### config.mk
export PLATFORM = sky130hd
export DESIGN_NAME = bcd_conv_arb
export DESIGN_NICKNAME = d
export VERILOG_FILES = /design/src/rtl/bcd_conv_arb.sv
export SDC_FILE = /design/constraint.sdc
export NUM_CORES = 1
export LEC_CHECK = 0
export BUFFER_PORTS_ARGS = -buffer_cell sky130_fd_sc_hd__buf_2
export CORE_UTILIZATION = 55
export CTS_CLUSTER_DIAMETER = 60
export DETAILED_ROUTE_END_ITERATION = 10
export PLACE_DENSITY = 0.81
export SKIP_LAST_GASP = 1
export SLEW_MARGIN = 20
export SYNTH_ARGS = -nofsm -noshare
export SYNTH_HDL_FRONTEND = slang
export SYNTH_SLANG_ARGS = --single-unit
### constraint.sdc
create_clock -name clk -period 8.6 [get_ports clk]
set_input_delay 2.15 -clock clk [delete_from_list [all_inputs] [get_ports clk]]
set_output_delay 2.15 -clock clk [all_outputs]
set_load 0.01 [all_outputs]
### src/rtl/bcd_conv_arb.sv
// Round-robin arbiter in front of one shared iterative binary-to-BCD engine.
// One request is taken per conversion. The engine runs 11 add-3/shift steps
// (double dabble) on the operand magnitude and returns a {sign, 4 BCD digits}
// result tagged with the requester index.
//
// Ports:
//   clk      clock
//   rst      synchronous active-high reset
//   req_vld  per-requester request valid
//   req_bin  packed 11-bit two's-complement operands, requester i at [11i+10:11i]
//   req_rdy  one-hot accept (combinational, IDLE only)
//   out_vld  result valid, held until out_rdy
//   out_bcd  {sign, thousands, hundreds, tens, ones}
//   out_id   requester index of the result
//   out_rdy  downstream accept
//   busy     high whenever a job is in flight or waiting to be taken
module bcd_conv_arb #(
  parameter  int unsigned NREQ = 4,
  localparam int unsigned IDW  = $clog2(NREQ)
) (
  input  logic                clk,
  input  logic                rst,
  input  logic [NREQ-1:0]     req_vld,
  input  logic [NREQ*11-1:0]  req_bin,
  output logic [NREQ-1:0]     req_rdy,
  output logic                out_vld,
  output logic [16:0]         out_bcd,
  output logic [IDW-1:0]      out_id,
  input  logic                out_rdy,
  output logic                busy
);

  localparam int unsigned BW    = 11;  // operand width
  localparam int unsigned NDIG  = 4;   // BCD digits
  localparam int unsigned DW    = 4 * NDIG;
  localparam int unsigned ITW   = 4;   // iteration counter width
  localparam int unsigned LASTI = BW - 1;

  typedef enum logic [1:0] {
    IDLE  = 2'd0,
    SHIFT = 2'd1,
    DONE  = 2'd2
  } state_t;

  state_t           state, state_d;
  logic [IDW-1:0]   ptr, ptr_d;
  logic             sign, sign_d;
  logic [BW-1:0]    mag, mag_d;
  logic [DW-1:0]    bcd, bcd_d;
  logic [ITW-1:0]   iter, iter_d;
  logic [IDW-1:0]   id, id_d;
  logic             out_vld_d;
  logic [16:0]      out_bcd_d;
  logic [IDW-1:0]   out_id_d;

  logic             win_found;
  logic [IDW-1:0]   win_idx;
  logic [IDW-1:0]   scan_idx;
  logic [BW-1:0]    win_bin;
  logic [DW-1:0]    bcd_adj;

  // Round-robin scan: first set req_vld starting just after the last winner.
  always_comb begin
    win_found = 1'b0;
    win_idx   = '0;
    scan_idx  = '0;
    for (int unsigned k = 1; k <= NREQ; k++) begin
      scan_idx = IDW'((32'(ptr) + k) % NREQ);
      if (!win_found && req_vld[scan_idx]) begin
        win_found = 1'b1;
        win_idx   = scan_idx;
      end
    end
  end

  assign win_bin = req_bin[BW*32'(win_idx) +: BW];

  // Accept strobe: only in IDLE and never while reset is asserted.
  always_comb begin
    req_rdy = '0;
    if (!rst && state == IDLE && win_found) begin
      req_rdy[win_idx] = 1'b1;
    end
  end

  // Double-dabble correction: any digit >= 5 gets +3 before the shift.
  always_comb begin
    bcd_adj = '0;
    for (int unsigned i = 0; i < NDIG; i++) begin
      bcd_adj[4*i +: 4] = (bcd[4*i +: 4] >= 4'd5) ? (bcd[4*i +: 4] + 4'd3)
                                                   : bcd[4*i +: 4];
    end
  end

  // Next-state and datapath updates.
  always_comb begin
    state_d   = state;
    ptr_d     = ptr;
    sign_d    = sign;
    mag_d     = mag;
    bcd_d     = bcd;
    iter_d    = iter;
    id_d      = id;
    out_vld_d = out_vld;
    out_bcd_d = out_bcd;
    out_id_d  = out_id;

    case (state)
      IDLE: begin
        if (win_found) begin
          sign_d  = win_bin[BW-1];
          // Full 11-bit negate so -1024 yields magnitude 1024.
          mag_d   = win_bin[BW-1] ? (~win_bin + 11'd1) : win_bin;
          id_d    = win_idx;
          ptr_d   = win_idx;
          bcd_d   = '0;
          iter_d  = '0;
          state_d = SHIFT;
        end
      end
      SHIFT: begin
        {bcd_d, mag_d} = {bcd_adj, mag} << 1;
        iter_d         = iter + 4'd1;
        if (iter == ITW'(LASTI)) begin
          out_bcd_d = {sign, bcd_d};
          out_id_d  = id;
          out_vld_d = 1'b1;
          state_d   = DONE;
        end
      end
      DONE: begin
        if (out_rdy) begin
          out_vld_d = 1'b0;
          state_d   = IDLE;
        end
      end
      default: state_d = IDLE;
    endcase
  end

  // State and datapath registers.
  always_ff @(posedge clk) begin
    if (rst) begin
      state   <= IDLE;
      ptr     <= IDW'(NREQ - 1);
      sign    <= 1'b0;
      mag     <= '0;
      bcd     <= '0;
      iter    <= '0;
      id      <= '0;
      out_vld <= 1'b0;
      out_bcd <= '0;
      out_id  <= '0;
    end else begin
      state   <= state_d;
      ptr     <= ptr_d;
      sign    <= sign_d;
      mag     <= mag_d;
      bcd     <= bcd_d;
      iter    <= iter_d;
      id      <= id_d;
      out_vld <= out_vld_d;
      out_bcd <= out_bcd_d;
      out_id  <= out_id_d;
    end
  end

  assign busy = (state != IDLE);

endmodule

==> run metrics <==
Num CTS Buffers 9; Clk pin slew, worst setup/hold paths around 0.060 ns; Synthesized Nets 462; critical path buffer and inverter count 3; most frequent cells in the layout buf_2, dfxtp_1, nand2_1; Reg2Reg Setup Slack between 5 and 6 ns; Core ar. between 5000 and 6000 µm²; total power slightly above 700 µW; PortBufs 75; Overflow after GRT 0; Final Critical Period a little under 6 ns; first-pass GRT wire length approximately 13000 µm; Synth top area share 0.349; synth top area cells dfxtp_1, a21oi_1, nand2_1; Setup CP Type input pin to output port; RePlAce Congestion around 0.89; VDD IR max between 0.0001 and 0.00015 V; router iterations before antenna repair 4; post-synthesis sequential area ratio 0.349; Critical Path End Type output port; mapped cell area 3330 µm²; Nets between 500 and 600; Overall Global Routing Usage 0.267; DRT iter0 DRCs 190; hold crit path type flop to flop; Die Height between 70 and 80 µm; prevailing post-synth register cell dfxtp_1; number of H-tree levels 3; Ant. Diodes 0; area added between synthesis and finish 18.2%; number of flops mapped to enable cells by yosys 0; Layout Utilization 0.693; Setup TNS 0 ns; final-report setup violation count 0; post-CTS setup buffers 0; DRT antenna net count 0; worst-skew pair later-pin latency between 0.3 and 0.4 ns; Slowest-stage cell, CP and2_1; WL/cell 14.4 µm; Worst Setup Start Kind input pin; Async SR Flop Fraction 0; synthesized flop and latch total 58; CTS-repair resized insts 0; post-synthesis instance total 400; Max stage delay on crit path about 0.70 ns; Req. time, crit path between 6 and 7 ns; CP most frequent cell buf_2; cell family with most CP delay simple AND/OR/NAND/NOR gates; synth unique cells between 50 and 60; fraction of layout cells with a size suffix above 1 0.251; total wire length between 7000 and 8000 µm; Fin. Hold Viols 0; Tcrit/Tclk final 0.694; TritonCTS clock tree yes; status completed; power density cells around 180 nW/µm²; most common cell after layout, fill and taps aside buf_2; clock tree sinks slightly below 60; drt via density 5.68; antenna violations before repair 0; Final HPWL DP ~5700 µm; cell breakdown of the critical path buf_2, o21a_1, o21ai_1, buf_4, and2_1, nor3_1, buf_2; vias about 3000; Max Clock Skew around 0.0074 ns; CTS max path bufs 2; Die Footprint about 6400 µm²; root buf cell clkbuf_8; Syn. warnings 0; fmax between 0.15 and 0.2 GHz; number of global-route vias before repair 2927; final slew viol count 0; max-cap viol count 0; Pleak 0.00159 µW; Cell Rows 27; RSZ-0062 raised after global routing false; IO Pins 76; Starting Density 0.587; crit-path max FO 20; Arr. time, crit path roughly 3.8 ns; cts hold-fix bufs 0; largest net degree at the start of global routing 44; Synth area leader dfxtp_1; Worst-Margin Slew slightly above 1 ns; post-synthesis average cell area between 8 and 9 µm²; hold_ws ~0.45 ns; die width 79.8 µm; DRC 0; Max-slew headroom 0.322
## power by group
group | switching (µW) | internal (µW)
Clock | 106 | 170
Combinational | 86.0 | 58.0
Sequential | 9.75 | 282
Total | 201 | 510
## synth_stat cells (2+ instances only)
library cell and instances:
a211o_1 2, a211oi_1 11, a211oi_2 10, a21boi_0 15, a21boi_1 2, a21oi_1 34
a22o_1 6, a22oi_1 7, and2_1 3, buf_2 5, buf_6 2, clkbuf_1 14
dfxtp_1 58, ha_1 11, inv_1 12, mux2i_1 9, nand2_1 45, nand2b_1 10
nand3_1 15, nand3b_1 2, nor2_1 25, nor2b_1 5, nor3_1 14, nor3_2 2
nor3b_1 7, nor4_1 2, o21ai_0 16, o21ai_1 7, o21bai_1 2, o22ai_1 4
o31ai_1 3, or2_2 3, xnor2_1 6, xor2_1 6
## registers in the layout (all words and copies together), names as in the netlist
name,flops
out_bcd,17
bcd,16
mag,11
iter,4
id,2
out_id,2
ptr,2
state,2
out_vld,1
sign,1
## final timing paths
kind	start	end	depth (start not counted)
setup / recovery	req_vld[0]	req_rdy[0]	7
setup reg to reg	ptr[1]	mag[1]	8
hold reg to reg	out_bcd[0]	out_bcd[0]	2
hold / removal	out_bcd[0]	out_bcd[0]	2
## worst reg2reg max path: stages, from the launching register on
cell and delay [ns]:
dfxtp_1 0.51, mux2i_1 0.38, o2bb2ai_2 0.14, nor2_2 0.56, mux4_2 0.74, or3_1 0.36, a21oi_1 0.21, a221oi_1 0.09
nor2_1 0.11
## layout make-up
cell class / instances / area, µm²
inverter: 12 / 45.0
timing repair buffer: 77 / 390
multi-input combinational: 308 / 2030
clock buffer: 11 / 141
fill: 472 / 1740
tap: 72 / 90.1
clock inverter: 5 / 77.6
sequential: 58 / 1160
## logic make-up after synthesis
family	synth area share
adder cells (fa/ha/maj)	0.0413
AO/OA/AOI/OAI	0.291
buffers and inverters	0.0447
multiplexers	0.0338
AND/OR/NAND/NOR	0.209
XOR/XNOR	0.0316
flip-flops	0.349
## layer usage
metal / wire length, µm / global-route usage / part of all wire
met1: 3420 / 0.308 / 0.44
met2: 3850 / 0.471 / 0.49
met3: 323 / 0.0526 / 0.041
met4: 196 / 0.127 / 0.025
met5: 0 / 0 / 0
## per-stage QoR
stage	cell area [µm²]	worst slack (ns)	std cells
floorplan	3330	3.16	400
global placement	3710	2.69	527
detailed placement	3710	2.65	527
CTS	3930	2.63	543
global route	3930	2.46	543
finish	3930	2.63	543
Power figures use the tool's default switching activity.
